File: src/rtl/float_op_initiator_if.sv
// float_op_initiator_if: stb/ack bus between the initiator and one float operator core.
// Latency: none, wires only.
// Backpressure: each operand stb is held until its ack; output_z_stb is held until output_z_ack.
// master = initiator side, slave = operator core side.
interface float_op_initiator_if;
  logic [31:0] input_a;
  logic [31:0] input_b;
  logic        input_a_stb;
  logic        input_b_stb;
  logic        input_a_ack;
  logic        input_b_ack;
  logic [31:0] output_z;
  logic        output_z_stb;
  logic        output_z_ack;

  modport master (
    output input_a, input_b, input_a_stb, input_b_stb, output_z_ack,
    input  input_a_ack, input_b_ack, output_z, output_z_stb
  );

  modport slave (
    input  input_a, input_b, input_a_stb, input_b_stb, output_z_ack,
    output input_a_ack, input_b_ack, output_z, output_z_stb
  );
endinterface

File: src/rtl/float_op_initiator.sv
// float_op_initiator: buffers up to DEPTH operand pairs, then on start drives each pair
// through one stb/ack float operator core and streams the results out with their index.
// Latency: stbs rise 1 cycle after start; 3 cycles per pair plus core latency; done 1 cycle after last ack.
// Backpressure: load_ready low while busy or full; a stalled core holds stbs until TIMEOUT aborts.
// Ports: clk, rst (sync active-low); load_* fill the buffer; start/busy/done/timeout_err
// control a run; core is the operator bus; result_* is the indexed result stream.
module float_op_initiator #(
  parameter int DEPTH   = 8,
  parameter int TIMEOUT = 1023
) (
  input  logic                     clk,
  input  logic                     rst,
  input  logic                     load_valid,
  input  logic [31:0]              load_a,
  input  logic [31:0]              load_b,
  output logic                     load_ready,
  input  logic                     start,
  float_op_initiator_if.master     core,
  output logic                     result_valid,
  output logic [31:0]              result_z,
  output logic [$clog2(DEPTH)-1:0] result_idx,
  output logic                     busy,
  output logic                     done,
  output logic                     timeout_err
);
  localparam int IW = $clog2(DEPTH);
  localparam int TW = $clog2(TIMEOUT);

  typedef enum logic [1:0] {S_IDLE, S_SEND, S_WAIT_Z, S_DONE} state_t;

  state_t        state_q;
  logic [IW:0]   count_q;
  logic [IW-1:0] rd_idx_q;
  logic [TW-1:0] tmr_q;
  logic          a_stb_q, b_stb_q, a_sent_q, b_sent_q, z_ack_q;
  logic [31:0]   in_a_q, in_b_q, res_z_q;
  logic [IW-1:0] res_idx_q;
  logic          res_vld_q, done_q, tmo_err_q;

  logic [31:0]   buf_a [DEPTH];
  logic [31:0]   buf_b [DEPTH];

  logic push, a_done, b_done, last_pair, tmr_exp;

  assign busy       = (state_q != S_IDLE);
  assign load_ready = !busy && (count_q < (IW+1)'(DEPTH));
  assign push       = load_valid && load_ready;
  // An operand counts as delivered on the edge that samples its ack, so the
  // move to WAIT_Z happens on the same edge that drops the last stb.
  assign a_done     = a_sent_q || (a_stb_q && core.input_a_ack);
  assign b_done     = b_sent_q || (b_stb_q && core.input_b_ack);
  assign last_pair  = ({1'b0, rd_idx_q} == (count_q - (IW+1)'(1)));
  assign tmr_exp    = (tmr_q == TW'(TIMEOUT - 1));

  assign core.input_a      = in_a_q;
  assign core.input_b      = in_b_q;
  assign core.input_a_stb  = a_stb_q;
  assign core.input_b_stb  = b_stb_q;
  assign core.output_z_ack = z_ack_q;
  assign result_valid      = res_vld_q;
  assign result_z          = res_z_q;
  assign result_idx        = res_idx_q;
  assign done              = done_q;
  assign timeout_err       = tmo_err_q;

  // Operand storage needs no reset: nothing reads an entry before it is written.
  always_ff @(posedge clk) begin
    if (push) begin
      buf_a[count_q[IW-1:0]] <= load_a;
      buf_b[count_q[IW-1:0]] <= load_b;
    end
  end

  always_ff @(posedge clk) begin
    if (!rst) begin
      state_q   <= S_IDLE;
      count_q   <= '0;
      rd_idx_q  <= '0;
      tmr_q     <= '0;
      a_stb_q   <= 1'b0;
      b_stb_q   <= 1'b0;
      a_sent_q  <= 1'b0;
      b_sent_q  <= 1'b0;
      z_ack_q   <= 1'b0;
      in_a_q    <= '0;
      in_b_q    <= '0;
      res_z_q   <= '0;
      res_idx_q <= '0;
      res_vld_q <= 1'b0;
      done_q    <= 1'b0;
      tmo_err_q <= 1'b0;
    end else begin
      res_vld_q <= 1'b0;
      done_q    <= 1'b0;
      if (push) count_q <= count_q + (IW+1)'(1);

      case (state_q)
        S_IDLE: begin
          if (start) begin
            tmo_err_q <= 1'b0;
            rd_idx_q  <= '0;
            tmr_q     <= '0;
            a_sent_q  <= 1'b0;
            b_sent_q  <= 1'b0;
            // A pair pushed in the start cycle joins this run.
            state_q   <= ((count_q == '0) && !push) ? S_DONE : S_SEND;
          end
        end

        S_SEND: begin
          if (tmr_exp) begin
            tmo_err_q <= 1'b1;
            a_stb_q   <= 1'b0;
            b_stb_q   <= 1'b0;
            z_ack_q   <= 1'b0;
            state_q   <= S_DONE;
          end else begin
            tmr_q <= tmr_q + TW'(1);
            // First SEND cycle of a pair only latches operands; stbs rise next.
            if (!a_stb_q && !b_stb_q && !a_sent_q && !b_sent_q) begin
              a_stb_q <= 1'b1;
              b_stb_q <= 1'b1;
              in_a_q  <= buf_a[rd_idx_q];
              in_b_q  <= buf_b[rd_idx_q];
            end else begin
              if (a_stb_q && core.input_a_ack) begin
                a_stb_q  <= 1'b0;
                a_sent_q <= 1'b1;
              end
              if (b_stb_q && core.input_b_ack) begin
                b_stb_q  <= 1'b0;
                b_sent_q <= 1'b1;
              end
              if (a_done && b_done) begin
                state_q <= S_WAIT_Z;
                tmr_q   <= '0;
              end
            end
          end
        end

        S_WAIT_Z: begin
          if (tmr_exp) begin
            tmo_err_q <= 1'b1;
            a_stb_q   <= 1'b0;
            b_stb_q   <= 1'b0;
            z_ack_q   <= 1'b0;
            state_q   <= S_DONE;
          end else begin
            tmr_q <= tmr_q + TW'(1);
            if (z_ack_q) begin
              z_ack_q <= 1'b0;
              if (last_pair) begin
                state_q <= S_DONE;
              end else begin
                rd_idx_q <= rd_idx_q + IW'(1);
                tmr_q    <= '0;
                a_sent_q <= 1'b0;
                b_sent_q <= 1'b0;
                state_q  <= S_SEND;
              end
            end else if (core.output_z_stb) begin
              z_ack_q   <= 1'b1;
              res_vld_q <= 1'b1;
              res_z_q   <= core.output_z;
              res_idx_q <= rd_idx_q;
            end
          end
        end

        S_DONE: begin
          done_q  <= 1'b1;
          count_q <= '0;
          state_q <= S_IDLE;
        end

        default: state_q <= S_IDLE;
      endcase
    end
  end
endmodule

File: src/flat_wrapper.sv
// flat-port wrapper written by rule: the top's interface ports become plain ports
module float_op_initiator_flat 
#(
  parameter int DEPTH   = 8,
  parameter int TIMEOUT = 1023
)
  (clk, rst, load_valid, load_a, load_b, load_ready, start, result_valid, result_z, result_idx, busy, done, timeout_err, core_input_a, core_input_b, core_input_a_stb, core_input_b_stb, core_output_z_ack, core_input_a_ack, core_input_b_ack, core_output_z, core_output_z_stb);
  float_op_initiator_if core_i ();
  input  logic clk;
  input  logic rst;
  input  logic load_valid;
  input  logic [31:0] load_a;
  input  logic [31:0] load_b;
  output logic load_ready;
  input  logic start;
  output logic result_valid;
  output logic [31:0] result_z;
  output logic [$clog2(DEPTH)-1:0] result_idx;
  output logic busy;
  output logic done;
  output logic timeout_err;
  output wire logic [$bits(core_i.input_a)-1:0] core_input_a;
  output wire logic [$bits(core_i.input_b)-1:0] core_input_b;
  output wire logic [$bits(core_i.input_a_stb)-1:0] core_input_a_stb;
  output wire logic [$bits(core_i.input_b_stb)-1:0] core_input_b_stb;
  output wire logic [$bits(core_i.output_z_ack)-1:0] core_output_z_ack;
  input wire logic [$bits(core_i.input_a_ack)-1:0] core_input_a_ack;
  input wire logic [$bits(core_i.input_b_ack)-1:0] core_input_b_ack;
  input wire logic [$bits(core_i.output_z)-1:0] core_output_z;
  input wire logic [$bits(core_i.output_z_stb)-1:0] core_output_z_stb;
  assign core_input_a = core_i.input_a;
  assign core_input_b = core_i.input_b;
  assign core_input_a_stb = core_i.input_a_stb;
  assign core_input_b_stb = core_i.input_b_stb;
  assign core_output_z_ack = core_i.output_z_ack;
  assign core_i.input_a_ack = core_input_a_ack;
  assign core_i.input_b_ack = core_input_b_ack;
  assign core_i.output_z = core_output_z;
  assign core_i.output_z_stb = core_output_z_stb;
  float_op_initiator #(.DEPTH(DEPTH), .TIMEOUT(TIMEOUT)) u_core (.clk(clk), .rst(rst), .load_valid(load_valid), .load_a(load_a), .load_b(load_b), .load_ready(load_ready), .start(start), .core(core_i), .result_valid(result_valid), .result_z(result_z), .result_idx(result_idx), .busy(busy), .done(done), .timeout_err(timeout_err));
endmodule
File: config.mk
export PLATFORM = sky130hd
export DESIGN_NAME = float_op_initiator_flat
export DESIGN_NICKNAME = d
export VERILOG_FILES = /design/src/rtl/float_op_initiator_if.sv /design/src/rtl/float_op_initiator.sv /design/src/flat_wrapper.sv
export SDC_FILE = /design/constraint.sdc
export NUM_CORES = 1
export LEC_CHECK = 0
export BUFFER_PORTS_ARGS = -buffer_cell sky130_fd_sc_hd__buf_2
export CORE_UTILIZATION = 59
export CTS_CLUSTER_SIZE = 12
export DETAILED_ROUTE_END_ITERATION = 8
export PLACE_DENSITY_LB_ADDON = 0.12
export SLEW_MARGIN = 5
export SYNTH_ARGS = -nofsm -noshare
export SYNTH_HDL_FRONTEND = slang
export SYNTH_SLANG_ARGS = --single-unit
File: constraint.sdc
create_clock -name clk -period 8.3 [get_ports clk]
set_input_delay 0.415 -clock clk [delete_from_list [all_inputs] [get_ports clk]]
set_output_delay 0.415 -clock clk [all_outputs]
set_load 0.03 [all_outputs]
# ---- Word level (Yosys, flattened, before mapping)
# Memory sizes are Yosys's and may differ from the RTL's. A register that Yosys moved wholly into a read port is not among the register bits.
# Cells that the tools add are included.
dict set report totals {
  register_bits 62
  ramBits 512
  word_cells 137
  output_inout_bits 107
  memories 2
}
dict set report op_classes {
  addsub 4
  reduce_logical 40
  n_mux 52
  n_lt_le_gt_ge 1
  eq_ne 21
  bitwise 3
}
# name words word_bits rd rd_clocked_by_memory_dff wr line
set mem_list {}
lappend mem_list {u_core.buf_a 8 32 1 1 1 float_op_initiator.sv:40} ;# logic [31:0] buf_a [DEPTH];
lappend mem_list {u_core.buf_b 8 32 1 1 1 float_op_initiator.sv:41} ;# logic [31:0] buf_b [DEPTH];
# op n
set ops {}
lappend ops {{$mux W10} 7}
lappend ops {{$pmux W10 S3} 1}
lappend ops {{$mux W1} 24}
lappend ops {{$mux W2} 8}
lappend ops {{$reduce_and A8 Y1} 2}
lappend ops {{$mux W3} 4}
lappend ops {{$ne A2 B1 Y1 const B} 6}
lappend ops {{$reduce_and A3 Y1} 4}
lappend ops {{$reduce_and A4 Y1} 3}
lappend ops {{$add A10 B1 Y10 const B} 1}
lappend ops {{$eq A10 B10 Y1 const B} 1}
lappend ops {{$ne A2 B2 Y1 const B} 5}
lappend ops {{$logic_and A1 B1 Y1} 9}
lappend ops {{$logic_not A1 Y1} 8}
lappend ops {{$ne A4 B1 Y1 const B} 2}
lappend ops {{$pmux W1 S2} 4}
lappend ops {{$pmux W2 S4} 1}
lappend ops {{$reduce_bool A2 Y1} 4}
lappend ops {{$ne A3 B1 Y1 const B} 2}
lappend ops {{$pmux W1 S3} 2}
lappend ops {{$pmux W3 S2} 1}
lappend ops {{$reduce_and A5 Y1} 1}
lappend ops {{$add A4 B1 Y4 const B} 1}
lappend ops {{$eq A2 B2 Y1 const B} 2}
lappend ops {{13 further kinds} 18}

# ---- Logic depth before layout (Yosys ltp)
dict set report depth {
  ltp_word 9
  depth_mapped 9
}

# ---- Worst setup path after synthesis
# Ideal clock, no wire load.
dict set report synth_timing {
  path_type {register to register}
  from {register u_core.state_q[0]}
  to {memory u_core.buf_a[0][0], enable pin}
  setup_time_ns 0.565
  slack_ns 2.215
  arrival_ns 5.521
  synth_period_minus_slack_ns 6.085
  stages_incl_launch_ff 7
  required_ns 7.735
  path_cell_list {dfxtp_1 > inv_1 > ha_1 > and3b_1 > clkbuf_1 > nand2_1 > nor3_1}
}
dict set report synth_between {
  elab_chain_cells 6
}
# item line
set synth_lines {}
lappend synth_lines {{start, declared} float_op_initiator.sv:31} ;# state_t state_q;
lappend synth_lines {{start signal, assigned} float_op_initiator.sv:106} ;# state_q <= ((count_q == '0) && !push) ? S_DONE : S_SEND;
lappend synth_lines {{$reduce_bool A2 Y1} float_op_initiator.sv:45} ;# assign busy = (state_q != S_IDLE);
lappend synth_lines {{$logic_not A1 Y1} float_op_initiator.sv:46} ;# assign load_ready = !busy && (count_q < (IW+1)'(DEPTH));
lappend synth_lines {{$logic_and A1 B1 Y1} float_op_initiator.sv:46}
lappend synth_lines {{$logic_and A1 B1 Y1} float_op_initiator.sv:47} ;# assign push = load_valid && load_ready;
lappend synth_lines {{$mux W1} float_op_initiator.sv:68} ;# if (push) begin
lappend synth_lines {{$mux W1 (implied by the code)} float_op_initiator.sv:69} ;# buf_a[count_q[IW-1:0]] <= load_a;
lappend synth_lines {{end, declared} float_op_initiator.sv:40}
# Every way passes these cells.

# ---- Worst setup path after layout
dict set report layout_timing {
  from {register u_core.state_q[0]}
  to {memory u_core.buf_a[7][4], enable pin}
}
# Same word-level chain as after synthesis.

==> results.tsv <==
stage	metric	value	unit
floorplan	Top Ports	210	
global_route	vias in the first global route	12353	
power_and_ir_drop	Comb pwr share	0.158	
yosys	top-area cell type share of the netlist area	0.632	
power_and_ir_drop	Final Power	0.00786	W
global_route	largest net degree at the start of global routing	76	
setup_path	Worst EP arrival	3.53	ns
global_route	first-pass GRT wire length	72900	µm
clock_network	buffers inserted by post-CTS timing repair	0	
sta	Slew Viols, Final	0	
sta	worst-margin pin slew	1.12	ns
worst_hold_path	Hold Path Cell Cnt	1	
sta	fmax	301	MHz
sta	final hold violations	0	
sta	Tcrit/Tclk final	0.400	
clock_network	CTS Sinks	638	
placement	IO buf count	209	
setup_path	crit end category	flop	
sta	min cycle time layout	3.32	ns
setup_path	reg2reg end	u_core.buf_a[7][4]	
global_route	total track usage	0.235	
setup_path	crit path max fanout	37	
yosys	Syn Inst Count	1274	
floorplan	DIE AREA	0.0420	mm²
layout	FF/Latch Area	0.0179	mm²
floorplan	Initial Utilization	0.605	
sta	Setup TNS	0	ns
clock_network	total CTS buffers	66	
clock_network	hold buffer count at CTS	0	
layout	Layout area overhead	14.6	%
power_and_ir_drop	worst vdd ir	0.000206	V
yosys	ys flop type	edfxtp_1	
setup_path	Crit Path Class	flop to flop	
worst_hold_path	WHS Endpoint	u_core.buf_a[0][14]	
layout	# fillers	2656	
layout	Final Non-Filler Cells	2067	
setup_path	reg-to-reg setup timing slack	4.98	ns
route	DRT iter0 DRCs	852	
sta	worst clock skew	0.0215	ns
power_and_ir_drop	Clk pwr share	0.346	
clock_network	post-cts resize count	0	
setup_path	worst path required time	8.50	ns
route	First-pass DRT Iterations	5	
clock_network	CTS clk-pin slew, worst paths	0.06	ns
worst_hold_path	worst hold path type	primary input to flop	
power_and_ir_drop	Psw	0.00208	W
status	status	finished, final reports clean	
setup_path	CP max stage delay	0.90	ns
placement	GP Congestion	0.760	
power_and_ir_drop	Int Pwr	0.00578	W
route	average vias per placed instance	5.92	
clock_network	CTS tree	done	
setup_path	CP cell instances	inv_1 > ha_1 > and3b_1 > nand2_1 > nor2_4 > buf_4	
clock_network	Root Driver	clkbuf_16	
clock_network	Clock Tree Buf Depth	3	
layout	share of cells above drive strength 1	0.294	
placement	placed cells	1951	
power_and_ir_drop	PwrDens	282	mW/mm²
clock_network	clk_lat worst skew	0.58	ns
route	final wirelength	47800	µm
run	total of max-cap violations	0	
global_route	GRT overflow	0	
yosys	sequential area share after synthesis	0.736	
floorplan	# rows	73	
floorplan	Die Width	205	µm
route	antenna viol nets, final	0	
route	Via Count	12242	
sta	RSZ-0062 raised after global routing	no	
floorplan	die height	205	µm
yosys	dominant cells by area after synthesis	edfxtp_1, mux4_2, dfxtp_1	
yosys	Unique masters post-synth	53	
power_and_ir_drop	leak pwr	9.85	nW
yosys	Mapped Area	0.0243	mm²
yosys	ys async rst share	0	
layout	Multi-input gate area	0.00609	mm²
route	routed length per instance	23.1	µm
setup_path	crit path launch type	flop	
floorplan	Core Region	0.0402	mm²
layout	final layout net count	1608	
yosys	Mean Syn Cell Area	19.1	µm²
sta	slew margin rel.	0.254	
yosys	#FFs+latches synth	638	
setup_path	Worst path slowest cell	nor2_4	
yosys	syn_nets	1388	
yosys	Synth Warn #	0	
power_and_ir_drop	sequential power share	0.497	
clock_network	htree depth	3	
power_and_ir_drop	switch share	0.264	
setup_path	worst flop-to-flop path startpoint	u_core.state_q[0]	
yosys	number of synthesized flops with an enable pin	512	
sta	final setup fails	0	
yosys	largest area contributor in the synthesized netlist	edfxtp_1	
global_route	antenna violations before repair	8	
route	DRC Markers	0	
worst_hold_path	Hold Startpoint	load_a[14]	
setup_path	Reg2Reg Depth	6	
placement	DP HPWL	25900	µm
through the flow:
| step | area (µm²) | utilization | hold slack (ns) | worst slack, ns |
|---|---|---|---|---|
| after floorplan | 24300 | - | 0.437 | 2.21 |
| after global placement | 25900 | 0.644 | 0.452 | 5.01 |
| after detailed placement | 25900 | 0.644 | 0.456 | 4.98 |
| after CTS | 27900 | 0.693 | 0.0746 | 4.97 |
| after global routing | 27900 | 0.693 | 0.0877 | 4.79 |
| final | 27900 | 0.693 | 0.105 | 4.98 |
Yosys cell counts (all sizes together), types with 3 or more instances:
cell type,n
nand3,6
nand2,88
or4b,4
nor2,25
nand2b,4
mux2i,104
a211oi,3
nor3,9
mux4,128
a21oi,15
edfxtp,512
dfxtp,126
xor2,5
clkbuf,35
nor2b,40
inv,13
and2,3
buf,38
xnor2,3
ha,11
o21ai,8
o211a,64
worst max-delay path: cells and delay by family, from the launching register on:
family | cells | cell delay, ns
simple gates | 3 | 1.48
fa+ha+maj | 1 | 0.28
buf+inv | 2 | 0.82
flops | 1 | 0.33
state kept, by name, summed over array words and instances (netlist names):
register / flops
u_core.a_sent_q: 1
u_core.buf_b: 256
u_core.b_sent_q: 1
u_core.result_valid: 1
u_core.result_idx: 3
u_core.rd_idx_q: 3
u_core.count_q: 4
u_core.core.input_b_stb: 1
u_core.tmr_q: 10
u_core.core.input_a_stb: 1
u_core.core.output_z_ack: 1
u_core.buf_a: 256
u_core.timeout_err: 1
u_core.core.input_b: 32
u_core.result_z: 32
u_core.done: 1
u_core.core.input_a: 32
u_core.state_q: 2
how the worst max path moves through the flow:
| stage | slack [ns] | from | cells after the start | to |
|---|---|---|---|---|
| 2_1_floorplan | 2.21 | u_core.state_q[0] | 6 | u_core.buf_a[0][0] |
| 3_3_place_gp | 5.01 | u_core.state_q[0] | 6 | u_core.buf_a[3][4] |
| 3_5_place_dp | 4.98 | u_core.state_q[0] | 6 | u_core.buf_a[7][20] |
| 4_1_cts | 4.97 | u_core.state_q[0] | 6 | u_core.buf_a[3][6] |
| 5_1_grt | 4.79 | u_core.state_q[0] | 6 | u_core.buf_a[7][8] |
| 6_report | 4.98 | u_core.state_q[0] | 6 | u_core.buf_a[7][4] |
routing by layer:
metal / share of wire / vias to the layer above / track usage
met1: 0.43 / 6265 / 0.330
met4: 0.019 / 12 / 0.0661
met2: 0.48 / 372 / 0.373
li1: - / 5509 / -
met3: 0.063 / 84 / 0.0539
met5: 0.0016 / - / 0
cells by family (layout without fill, tap and decap cells):
kind of cell	count (synthesis)	count (layout)	synth area share
AO/OA/AOI/OAI	105	105	0.0383
XOR/XNOR	8	8	0.00288
adder cells (fa/ha/maj)	11	11	0.00566
buffers and inverters	86	353	0.0156
flip-flops	638	638	0.736
multiplexers	232	232	0.161
other	0	1	0
AND/OR/NAND/NOR	194	194	0.0399
power groups by stage:
stage	combinational, W	sequential (W)	clock, W
after CTS	0.00125	0.00390	0.00276
after floorplan	0.000580	0.00424	0
after global placement	0.00123	0.00395	0
final	0.00124	0.00390	0.00272
after detailed placement	0.00125	0.00397	0
after global routing	0.00134	0.00393	0.00289
cell usage in the layout, fill, tap and decap left out, types with 3 or more instances in the layout:
cell and count:
o211a_1 64, ha_1 11, clkinv_1 5, nand3_1 6, dfxtp_4 3, nor3_1 7, xor2_1 5, nand2_1 88
and2_1 3, or4b_2 3, nand2b_1 4, buf_4 17, edfxtp_1 512, mux4_2 128, mux2i_1 104, o21ai_0 8
clkbuf_1 32, dfxtp_1 123, nor2_1 19, a21oi_1 14, nor2b_1 40, clkbuf_16 69, xnor2_1 3, buf_2 208
inv_1 13, clkbuf_8 6, a211oi_1 3, nor2_4 6
area by class of cell:
type	count	area share
clock buffer	107	0.0693
inverter	13	0.00175
multi-input combinational	550	0.219
tap	525	0.0236
clock inverter	8	0.00175
antenna	1	0.0000898
timing repair buffer	225	0.0420
sequential	638	0.643
No activity file was read; power rests on OpenSTA's default activity.
